==> src/rtl/crtc_timing.sv <==
// crtc_timing: character-clock CRT timing generator (col/row counters, syncs, blank/de, frame strobe).
// Latency: every decode is registered from the next-state counters, so all outputs align with col_o/row_o.
// Backpressure: none; free-running, held at 0,0 by softreset_i. Optional vertical interrupt: CRTC_VINT_EN.
module crtc_timing #(
  parameter int   HTOTAL      = 100,
  parameter int   HDISP       = 80,
  parameter int   HSYNC_START = 82,
  parameter int   HSYNC_END   = 94,
  parameter int   VTOTAL      = 525,
  parameter int   VDISP       = 480,
  parameter int   VSYNC_START = 490,
  parameter int   VSYNC_END   = 492,
  parameter logic HSYNC_POL   = 1'b0,
  parameter logic VSYNC_POL   = 1'b0
) (
  input  logic       clock_i,
  input  logic       reset_i,
  input  logic       softreset_i,
  input  logic       vgainhibit_i,
  input  logic       vint_clr_i,
  output logic [6:0] col_o,
  output logic [9:0] row_o,
  output logic       hsync_o,
  output logic       vsync_o,
  output logic       blank_o,
  output logic       de_o,
  output logic       frame_o,
  output logic       vint_o
);

  // Limits are one bit wider than the counters so an end value equal to the
  // total (e.g. HSYNC_END == HTOTAL == 128) still compares correctly.
  localparam logic [6:0]  H_LAST = 7'(HTOTAL - 1);
  localparam logic [9:0]  V_LAST = 10'(VTOTAL - 1);
  localparam logic [7:0]  H_DISP = 8'(HDISP);
  localparam logic [7:0]  H_SS   = 8'(HSYNC_START);
  localparam logic [7:0]  H_SE   = 8'(HSYNC_END);
  localparam logic [10:0] V_DISP = 11'(VDISP);
  localparam logic [10:0] V_SS   = 11'(VSYNC_START);
  localparam logic [10:0] V_SE   = 11'(VSYNC_END);

  logic [6:0] col_nxt;
  logic [9:0] row_nxt;
  logic [7:0] col_ext;
  logic [10:0] row_ext;
  logic       hs_act, vs_act;
  logic       hs_nxt, vs_nxt, blank_nxt, frame_nxt;

  assign col_ext = {1'b0, col_nxt};
  assign row_ext = {1'b0, row_nxt};

  // Next counter values: softreset holds at 0,0, otherwise count and wrap.
  always_comb begin
    col_nxt = col_o + 7'd1;
    row_nxt = row_o;
    if (softreset_i) begin
      col_nxt = '0;
      row_nxt = '0;
    end else if (col_o == H_LAST) begin
      col_nxt = '0;
      row_nxt = (row_o == V_LAST) ? '0 : row_o + 10'd1;
    end
  end

  // Decode the next-state position so the registered flags line up with the counters.
  always_comb begin
    hs_nxt    = !softreset_i && (col_ext >= H_SS) && (col_ext < H_SE);
    vs_nxt    = !softreset_i && (row_ext >= V_SS) && (row_ext < V_SE);
    blank_nxt = softreset_i || (col_ext >= H_DISP) || (row_ext >= V_DISP) || vgainhibit_i;
    frame_nxt = !softreset_i && (col_nxt == '0) && (row_nxt == '0);
  end

  // Counter and decoded-flag registers; reset returns everything to idle at once.
  always_ff @(posedge clock_i or posedge reset_i) begin
    if (reset_i) begin
      col_o   <= '0;
      row_o   <= '0;
      hs_act  <= 1'b0;
      vs_act  <= 1'b0;
      blank_o <= 1'b1;
      frame_o <= 1'b0;
    end else begin
      col_o   <= col_nxt;
      row_o   <= row_nxt;
      hs_act  <= hs_nxt;
      vs_act  <= vs_nxt;
      blank_o <= blank_nxt;
      frame_o <= frame_nxt;
    end
  end

  assign hsync_o = hs_act ? HSYNC_POL : ~HSYNC_POL;
  assign vsync_o = vs_act ? VSYNC_POL : ~VSYNC_POL;
  assign de_o    = ~blank_o;

`ifdef CRTC_VINT_EN
  logic vint_set;
  assign vint_set = !softreset_i && (col_nxt == '0) && (row_ext == V_DISP);

  // Sticky vertical-blank interrupt; a set in the same cycle as a clear wins.
  always_ff @(posedge clock_i or posedge reset_i) begin
    if (reset_i) begin
      vint_o <= 1'b0;
    end else if (softreset_i) begin
      vint_o <= 1'b0;
    end else if (vint_set) begin
      vint_o <= 1'b1;
    end else if (vint_clr_i) begin
      vint_o <= 1'b0;
    end
  end
`else
  logic unused_vint_clr;
  assign unused_vint_clr = vint_clr_i;
  assign vint_o          = 1'b0;
`endif

endmodule

==> config.mk <==
export PLATFORM = sky130hd
export DESIGN_NAME = crtc_timing
export DESIGN_NICKNAME = d
export VERILOG_FILES = /design/src/rtl/crtc_timing.sv
export SDC_FILE = /design/constraint.sdc
export NUM_CORES = 1
export LEC_CHECK = 0
export CAP_MARGIN = 30
export CORE_UTILIZATION = 30
export DETAILED_ROUTE_END_ITERATION = 10
export SLEW_MARGIN = 30
export SYNTH_ARGS = -nofsm -noshare
export SYNTH_HDL_FRONTEND = slang
export SYNTH_SLANG_ARGS = --single-unit
==> constraint.sdc <==
create_clock -name clock_i -period 5.15 [get_ports clock_i]
set_input_delay 1.03 -clock clock_i [delete_from_list [all_inputs] [get_ports clock_i]]
set_output_delay 1.03 -clock clock_i [all_outputs]
set_load 0.02 [all_outputs]
# Word-level counts from Yosys, hierarchy flattened
# Index checks and enable logic that the tools add are counted.
[word_totals]
ff_bits = 21
out_inout_bits = 23
[op_classes]
n_eq_ne = 2
magnitude_cmp = 6
reduce_logical = 12
mux = 7
n_bitwise = 1
addsub = 2
[ops]
columns = ["operator", "n"]
rows = [
  ["$mux 10", 3],
  ["$ge 10x9->1 const B", 2],
  ["$ge 7x7->1 const B", 2],
  ["$mux 7", 2],
  ["$add 10x1->10 const B", 1],
  ["$eq 10x10->1 const B", 1],
  ["$logic_not 10->1", 1],
  ["$lt 10x9->1 const B", 1],
  ["$add 7x1->7 const B", 1],
  ["$eq 7x7->1 const B", 1],
  ["$logic_not 7->1", 1],
  ["$lt 7x7->1 const B", 1],
  ["$logic_and 1x1->1", 6],
  ["$logic_or 1x1->1", 3],
  ["$mux 1", 2],
  ["$logic_not 1->1", 1],
  ["$not 1->1", 1],
]

# Depth between registers and ports, before layout
# Gate-level depths: netlist of run 1.
[logic_depth]
ltp_word = 7
ltp_mapped = 8
ltp_nobuf = 7

# Least setup slack after synthesis of run 1
# OpenSTA, ideal clock, no wires.
[synth_path]
kind = "register -> register"
startpoint = "reg col_o[0]"
endpoint = "reg vs_act"
setup_ns = 0.068
setup_slack_ns = 2.576
stages_incl_launch_ff = 9
t_required_ns = 5.082
arrival_ns = 2.506
path_cell_list = "dfrtp_1 ha_1 nand4bb_1 buf_2 or4_1 clkbuf_1 xnor2_1 or4b_1 and4bb_1"
[synth_between]
elab_chain_len = 6
elab_cells_between_ends = 7
classes_between = "2 x order compare; 1 x eq/ne; 2 x mux; 2 x reduce/logical"
[synth_lines]
columns = ["item", "line", "rtl"]
rows = [
  ["from (decl)", "21", "output logic [6:0] col_o,"],
  ["from (signal assigned)", "83", "col_o <= col_nxt;"],
  ["$eq 7x7->1 (*)", "59", "end else if (col_o == H_LAST) begin"],
  ["$mux 10 (*)", "59", ""],
  ["$mux 10 (*)", "56", "if (softreset_i) begin"],
  ["$ge 10x9->1", "68", "vs_nxt = !softreset_i && (row_ext >= V_SS) && (row_ext < V_SE);"],
  ["$logic_and 1x1->1", "68", ""],
  ["$logic_and 1x1->1 (*)", "68", ""],
  ["net vs_nxt", "47", "logic hs_nxt, vs_nxt, blank_nxt, frame_nxt;"],
  ["to (signal assigned)", "86", "vs_act <= vs_nxt;"],
  ["to (decl)", "46", "logic hs_act, vs_act;"],
]
# The timed path passes the listed nets; every way through them passes the cells marked *.

# Final worst setup path of run 1
# Ends and elaborated chain as after synthesis.

==> results of run 1 <==
-- power groups by stage --
| stage | logic [mW] | registers, mW | clock network (mW) |
|---|---|---|---|
| 6_report | 0.0365 | 0.172 | 0.111 |
| 5_1_grt | 0.0405 | 0.173 | 0.122 |
| 4_1_cts | 0.0371 | 0.172 | 0.116 |
| 3_5_place_dp | 0.0369 | 0.176 | 0 |
| 3_3_place_gp | 0.0361 | 0.175 | 0 |
| 2_1_floorplan | 0.0220 | 0.177 | 0 |
-- worst max path at each step --
stage | from | end | slack, ns | cells after the start
finish | col_o[0] | vs_act | 2.03 | 6
global route | col_o[0] | vs_act | 1.89 | 6
CTS | col_o[0] | vs_act | 2.06 | 6
detailed placement | col_o[0] | vs_act | 2.07 | 6
global placement | col_o[0] | vs_act | 2.14 | 6
floorplan | col_o[0] | vs_act | 2.58 | 8
-- cell type report --
class,count,area (um2),area share [%]
sequential,21,526.8,31.99
clock buffer,3,41.29,2.508
tap,50,62.56,3.799
multi-input combinational,107,723.2,43.92
inverter,10,37.54,2.280
clock inverter,1,5.005,0.3040
timing repair buffer,25,250.2,15.20
-- flip-flops by register name, summed over array words and instances, names as in the netlist --
signal   count
frame_o      1
vs_act       1
col_o        7
row_o       10
blank_o      1
hs_act       1
-- synth_stat cells, types with 4 or more instances --
library cell,number
xnor2_1,6
inv_1,10
or3_1,4
a21oi_1,6
clkbuf_1,6
nand2b_1,4
dfrtp_1,20
nand3_1,10
xor2_1,8
nand4_1,4
nor3_1,6
nor2_1,17
-- kinds of logic after synthesis --
| kind of cell | count (synthesis) | share of synthesized area, % |
|---|---|---|
| AOI/OAI and AO/OA | 20 | 10.54 |
| xor gates and xnor gates | 14 | 9.142 |
| adders and majority gates | 3 | 2.799 |
| buffers and inverters | 21 | 6.810 |
| DFF | 21 | 39.27 |
| muxes | 4 | 3.172 |
| other | 1 | 0.2796 |
| and+or+nand+nor | 65 | 27.99 |
-- metrics by stage --
| step | power (mW) | std cells | setup WS (ns) | cell area (um2) |
|---|---|---|---|---|
| global route | 0.3359 | 217 | 1.894 | 1647 |
| global placement | 0.2115 | 213 | 2.144 | 1600 |
| CTS | 0.3250 | 217 | 2.058 | 1647 |
| floorplan | 0.1993 | 149 | 2.576 | 1341 |
| detailed placement | 0.2125 | 213 | 2.075 | 1600 |
| finish | 0.3197 | 217 | 2.035 | 1647 |
-- routing by layer --
layer	GRT usage, %	wire length (um)	vias to the layer above	part of all wire (%)
met2	23.67	1515	31	48
met4	4.082	37	0	1.2
met1	19.03	1465	535	47
met3	3.783	131	6	4.2
li1	-	-	563	-
met5	0	0	-	0
-- critical path, stage by stage, from the launching register on --
cell and delay [ns]:
dfrtp_1 0.46, ha_1 0.41, nand4bb_1 0.41, or4_1 0.73
xnor2_1 0.18, or4b_1 0.57, and4bb_1 0.30
==> flow_metrics.tcl, run 1 <==
set metrics [dict create \
    slew_headroom_pct 43.39 \
    rsz0062_at_grt "no" \
    reg2reg_slack_ns 2.03 \
    synth_nets 157 \
    num_io_pins 28 \
    dieArea_um2 4742 \
    period_share_pct 60.49 \
    synth_top_cell_area_share_pct 37.31 \
    fin_util_pct 39.73 \
    netlist_area_um2 1341 \
    worst_r2r_endpoint "vs_act" \
    start_util_pct 32.37 \
    synth_warnings 0 \
    holdPathStages 1 \
    wirelength_um 3150 \
    cts_resized 0 \
    postCtsSetupRepairBufs 0 \
    clockRootBuffer "clkbuf_8" \
    synth_area_leaders "dfrtp_1, xor2_1, nor2_1" \
    ctsHtreeMaxLevel 1 \
    io_buffer_count 25 \
    grt_pass1_wl_um 5161 \
    seq_area_frac_synth_pct 39.27 \
    cp_data_required_time_ns 5.36 \
    drc 0 \
    cts_buffers 3 \
    cts.sink_count 21 \
    max_freq_ghz 0.3210 \
    cts_tree "yes" \
    grt_max_degree 22 \
    pwr-share-seq_pct 53.9 \
    tns_ns 0 \
    cap_viol_max_count 0 \
    finalWeightedCongestion 0.8172 \
    holdWs_ns 0.5665 \
    ir_drop_v 0.0001108 \
    wl_per_cell_um 14.52 \
    r2r_start "col_o[0]" \
    overflow 0 \
    grt_use_total_pct 14.60 \
    min_from "col_o[0]" \
    final_hold_viol_count 0 \
    hp-class "flip-flop to flip-flop" \
    async_flop_share_pct 100.0 \
    cts_max_path_buffers 2 \
    end_kind "flip-flop" \
    antenna_found_initial 0 \
    synthToLayoutAreaGrowth_pct 22.76 \
    synth_ff_type "dfrtp_1" \
    n_fill_cell 425 \
    antenna_left 0 \
    drive_gt1_share_pct 6.587 \
    p_clk_share_pct 34.7 \
    power_density_nw_per_um2 194.1 \
    syn_inst 149 \
    nets 176 \
    worst_r2r_path_depth 6 \
    synth_edf_count 0 \
    p_int_mw 0.2376 \
    status "finished clean" \
    cts_hold_buf 0 \
    hpwl_um 2244 \
    fp.dieH_um 68.87 \
    dr.pass1.iters 4 \
    grt_pass1_vias 1103 \
    detail_route.iter0.violations 74 \
    p_leak_nw 0.6327 \
    clk_pin_slew_ns 0.08 \
    core_um2 4144 \
    hold_path_end "col_o[0]" \
    synth_seq_cells 21 \
    final_cell_mix "clkdlybuf4s50_1, dfrtp_1, nor2_1, inv_1, nand3_1" \
    setup_viol 0 \
    antenna_cells 0 \
    crit_type "flip-flop to flip-flop" \
    p_comb_share_pct 11.4 \
    ys_types 45 \
    synth_area_per_cell_um2 9.002 \
    final_common_cell "clkdlybuf4s50_1" \
    post-route-min-period_ns 3.115 \
    num_rows 23 \
    fp.dieW_um 68.87 \
    cp-start-kind "flip-flop" \
    skew_ns 0.009611 \
    crit_fanout 11 \
    crit_arrival_ns 3.32 \
    via_count 1135 \
    switching_share_pct 25.68 \
    p_sw_mw 0.08208 \
    maxSlewViolCount 0 \
    yosysTopAreaCell "dfrtp_1" \
    worstSkewPairLatency_ns 0.27 \
    worst_slew_pin_slew_ns 0.8482 \
    viasPerCell 5.230 \
]
No activity file was read; power rests on OpenSTA's default activity.
==> run 2, diff against run 1 <==
==> constraint.sdc (replaced) <==
create_clock -name clock_i -period 2.8 [get_ports clock_i]
set_input_delay 0.56 -clock clock_i [delete_from_list [all_inputs] [get_ports clock_i]]
set_output_delay 0.56 -clock clock_i [all_outputs]
set_load 0.02 [all_outputs]
==> flow_metrics.tcl, run 2 (same netlist as run 1, synthesis figures left out) <==
set metrics [dict create \
    crit_fanout 7 \
    drc 0 \
    p_sw_mw 0.1467 \
    cts_hold_buf 0 \
    antenna_left 0 \
    final_hold_viol_count 0 \
    ctsHtreeMaxLevel 1 \
    holdWs_ns 0.5577 \
    nets 183 \
    num_rows 23 \
    crit_arrival_ns 2.79 \
    final_common_cell "clkdlybuf4s50_1" \
    grt_util_met3_pct 4.112 \
    p_comb_share_pct 12.3 \
    reg2reg_slack_ns 0.21 \
    overflow 0 \
    grt_max_degree 22 \
    p_clk_share_pct 34.3 \
    core_um2 4144 \
    grt_use_total_pct 14.54 \
    setup_viol 0 \
    cts_resized 0 \
    grt_use_met2_pct 24.27 \
    period_share_pct 92.41 \
    cts.sink_count 21 \
    cts_tree "yes" \
    worst_slew_pin_slew_ns 0.8339 \
    status "finished clean" \
    max_stage_delay_ns 0.65 \
    start_util_pct 32.37 \
    switching_share_pct 24.92 \
    r2r_start "col_o[0]" \
    grt_pass1_vias 1125 \
    fp.dieH_um 68.87 \
    clk_pin_slew_ns 0.08 \
    hpwl_um 2308 \
    final_cell_mix "clkdlybuf4s50_1, dfrtp_1, nor2_1, inv_1, nand3_1" \
    worst_r2r_path_depth 6 \
    rsz0062_at_grt "no" \
    synthToLayoutAreaGrowth_pct 26.59 \
    p_leak_nw 0.6661 \
    maxSlewViolCount 0 \
    antenna_cells 0 \
    grt_pass1_wl_um 5133 \
    post-route-min-period_ns 2.588 \
    end_kind "flip-flop" \
    finalWeightedCongestion 0.8405 \
    ir_drop_v 0.0002834 \
    viasPerCell 5.268 \
    clockRootBuffer "clkbuf_8" \
    dieArea_um2 4742 \
    hp-class "flip-flop to flip-flop" \
    tns_ns 0 \
    num_io_pins 28 \
    antenna_found_initial 0 \
    postCtsSetupRepairBufs 0 \
    finalPower_mw 0.5886 \
    fp.dieW_um 68.87 \
    power_density_nw_per_um2 346.6 \
    drive_gt1_share_pct 9.770 \
    path_cells "ha_1, nand4bb_1, or4_1, xnor2_1, or4b_1, and4bb_1" \
    skew_ns 0.004028 \
    cts_max_path_buffers 2 \
    reg.largest.list "row_o: 10 flops, col_o: 7 flops" \
    hold_path_end "col_o[0]" \
    largest-register "row_o" \
    io_buffer_count 25 \
    max_freq_ghz 0.3865 \
    wl_per_cell_um 13.88 \
    slew_headroom_pct 44.34 \
    cp_data_required_time_ns 3.00 \
    via_count 1180 \
    crit_type "flip-flop to flip-flop" \
    cp-start-kind "flip-flop" \
    holdPathStages 1 \
    dr.pass1.iters 4 \
    grt_use_met1_pct 17.84 \
    p_int_mw 0.4419 \
    pwr-share-seq_pct 53.4 \
    detail_route.iter0.violations 75 \
    slowest_stage "or4_1" \
    wirelength_um 3108 \
    grt-busiest-layer "met2" \
    largest_register_ffs 10 \
    worst_r2r_endpoint "vs_act" \
    worstSkewPairLatency_ns 0.26 \
    min_from "col_o[0]" \
    cap_viol_max_count 0 \
    cts_buffers 3 \
]
## run 2: per-layer routing
layer,vias up,routed length [um]
li1,578,-
met1,553,1450
met2,43,1449
met3,6,152
met4,0,56
met5,-,0
## run 2: worst max-delay path: cells and delay by family, from the launching register on
| family | cells | cell delay [ns] |
|---|---|---|
| adder cells (fa/ha/maj) | 1 | 0.20 |
| flip-flops | 1 | 0.45 |
| XOR/XNOR | 1 | 0.17 |
| AND/OR/NAND/NOR | 4 | 1.71 |
## run 2: how the worst max path moves through the flow
| stage | startpoint | endpoint | slack (ns) | cells after the start |
|---|---|---|---|---|
| final | col_o[0] | vs_act | 0.21 | 6 |
| after global routing | col_o[0] | vs_act | 0.08 | 6 |
| after CTS | col_o[0] | vs_act | 0.22 | 6 |
| after detailed placement | col_o[0] | vs_act | 0.25 | 6 |
| after global placement | col_o[0] | vs_act | 0.26 | 6 |
| after floorplan | col_o[0] | vs_act | 0.23 | 8 |
## run 2: power by group through the flow
stage | Sequential (mW) | Combinational, mW | Clock [mW]
after floorplan | 0.326 | 0.0404 | 0
after global placement | 0.321 | 0.0720 | 0
after detailed placement | 0.321 | 0.0732 | 0
after CTS | 0.315 | 0.0735 | 0.211
after global routing | 0.316 | 0.0798 | 0.222
final | 0.315 | 0.0721 | 0.202
## run 2: area by class of cell
type,instances,area [um2]
well taps,50,62.56
repair buffers,32,302.8
flip-flops and latches,21,526.8
multi-input cells,107,723.2
fillers,420,2446
inverters,10,37.54
clock buffers,4,45.04
## run 2: stage by stage
step / setup WS, ns / instance area, um2 / instances / utilization, %
floorplan: 0.2259 / 1341 / 149 / -
detailed placement: 0.2469 / 1653 / 220 / 39.89
CTS: 0.2197 / 1698 / 224 / 40.97
global route: 0.08426 / 1698 / 224 / 40.97
global placement: 0.2579 / 1653 / 220 / 39.89
finish: 0.2124 / 1698 / 224 / 40.97
==> run 3, diff against run 2 <==
--- a/config.mk
+++ b/config.mk
@@ -8,6 +8,7 @@
 export CAP_MARGIN = 30
 export CORE_UTILIZATION = 30
 export DETAILED_ROUTE_END_ITERATION = 10
+export PLACE_DENSITY = 0.55
 export SLEW_MARGIN = 30
 export SYNTH_ARGS = -nofsm -noshare
 export SYNTH_HDL_FRONTEND = slang
==> flow_metrics.tcl, run 3 (same netlist as run 1, synthesis figures left out) <==
set metrics [dict create \
    status "finished clean" \
    largest_register_ffs 10 \
    synthToLayoutAreaGrowth_pct 26.40 \
    min_from "col_o[0]" \
    wirelength_um 3147 \
    rsz0062_at_grt "no" \
    fp.dieW_um 68.87 \
    hold_path_end "col_o[0]" \
    fp.dieH_um 68.87 \
    post-route-min-period_ns 2.622 \
    finalPower_mw 0.5895 \
    cap_viol_max_count 0 \
    postPlaceCellArea_um2 1645 \
    grt_max_degree 22 \
    grt_pass1_vias 1134 \
    clk_pin_slew_ns 0.08 \
    via_count 1207 \
    cts_resized 0 \
    r2r_start "col_o[0]" \
    worst_r2r_endpoint "vs_act" \
    dr.pass1.iters 4 \
    finalWeightedCongestion 0.8293 \
    nets 182 \
    max_freq_ghz 0.3814 \
    postCtsSetupRepairBufs 0 \
    skew_ns 0.003581 \
    detail_route.iter0.violations 108 \
    antenna_left 0 \
    start_util_pct 32.37 \
    wl_per_cell_um 14.11 \
    drc 0 \
    final_common_cell "clkdlybuf4s50_1" \
    antenna_cells 0 \
    core_um2 4144 \
    dieArea_um2 4742 \
    holdWs_ns 0.5631 \
    hpwl_um 2284 \
    tns_ns 0 \
    period_share_pct 93.65 \
    crit_fanout 7 \
    num_io_pins 28 \
    crit_type "flip-flop to flip-flop" \
    cts.sink_count 21 \
    viasPerCell 5.413 \
    cp-start-kind "flip-flop" \
    worst_r2r_path_depth 6 \
    maxSlewViolCount 0 \
    largest-register "row_o" \
    ir_drop_v 0.0001700 \
    grt_pass1_wl_um 5326 \
    final_cell_area_um2 1695 \
    drive_gt1_share_pct 9.827 \
    cts_max_path_buffers 2 \
    ctsHtreeMaxLevel 1 \
    cp_data_required_time_ns 3.00 \
    cts_hold_buf 0 \
    io_buffer_count 25 \
    antenna_found_initial 0 \
    power_density_nw_per_um2 347.7 \
    setup_viol 0 \
    slew_headroom_pct 48.30 \
    overflow 0 \
    p_leak_nw 0.6575 \
    crit_arrival_ns 2.83 \
    grt_use_total_pct 15.13 \
    reg2reg_slack_ns 0.18 \
    final_hold_viol_count 0 \
    worstSkewPairLatency_ns 0.26 \
    worst_slew_pin_slew_ns 0.7707 \
    holdPathStages 1 \
    end_kind "flip-flop" \
    reg.largest.list "row_o: 10 flops, col_o: 7 flops" \
    clockRootBuffer "clkbuf_8" \
    num_rows 23 \
    hp-class "flip-flop to flip-flop" \
    final_cell_mix "clkdlybuf4s50_1, dfrtp_1, nor2_1, nand3_1, inv_1" \
    cts_buffers 3 \
    cts_tree "yes" \
]
[run 3: worst max-delay path by stage]
stage / start / to / slack [ns]
floorplan: col_o[0] / vs_act / 0.23
global placement: col_o[0] / vs_act / 0.24
detailed placement: col_o[0] / vs_act / 0.21
CTS: col_o[0] / vs_act / 0.17
global route: col_o[0] / vs_act / 0.05
finish: col_o[0] / vs_act / 0.18
[run 3: area by class of cell]
cell class	count	area [um2]
Clock buffer	4	45.04
Fill cell	426	2449
Inverter	10	37.54
Multi-Input combinational cell	107	728.2
Sequential cell	21	526.8
Tap cell	50	62.56
Timing Repair Buffer	31	295.3
[run 3: worst max-delay path, cell delays in order, from the launching register on]
cell and delay (ns):
dfrtp_1 0.45, ha_1 0.20, nand4bb_1 0.21, or4_1 0.65, xnor2_1 0.17, or4b_1 0.58, and4bb_1 0.29
[run 3: metrics by stage]
stage / util, % / setup slack [ns] / cells
floorplan: - / 0.2259 / 149
global placement: 39.70 / 0.2433 / 219
detailed placement: 39.70 / 0.2095 / 219
CTS: 40.79 / 0.1724 / 223
global route: 40.91 / 0.04519 / 223
finish: 40.91 / 0.1778 / 223
[run 3: per-layer routing]
layer | share of wire [%] | track usage, %
met2 | 49 | 24.76
met3 | 5.4 | 3.947
met1 | 45 | 19.42
met4 | 1.2 | 4.337
met5 | 0 | 0
[run 3: power breakdown]
group          switching (mW)  leakage, nW  internal [mW]
clock network           0.102       0.0228          0.102
logic                  0.0403        0.348         0.0309
registers             0.00582        0.287          0.309
total                   0.148        0.658          0.441
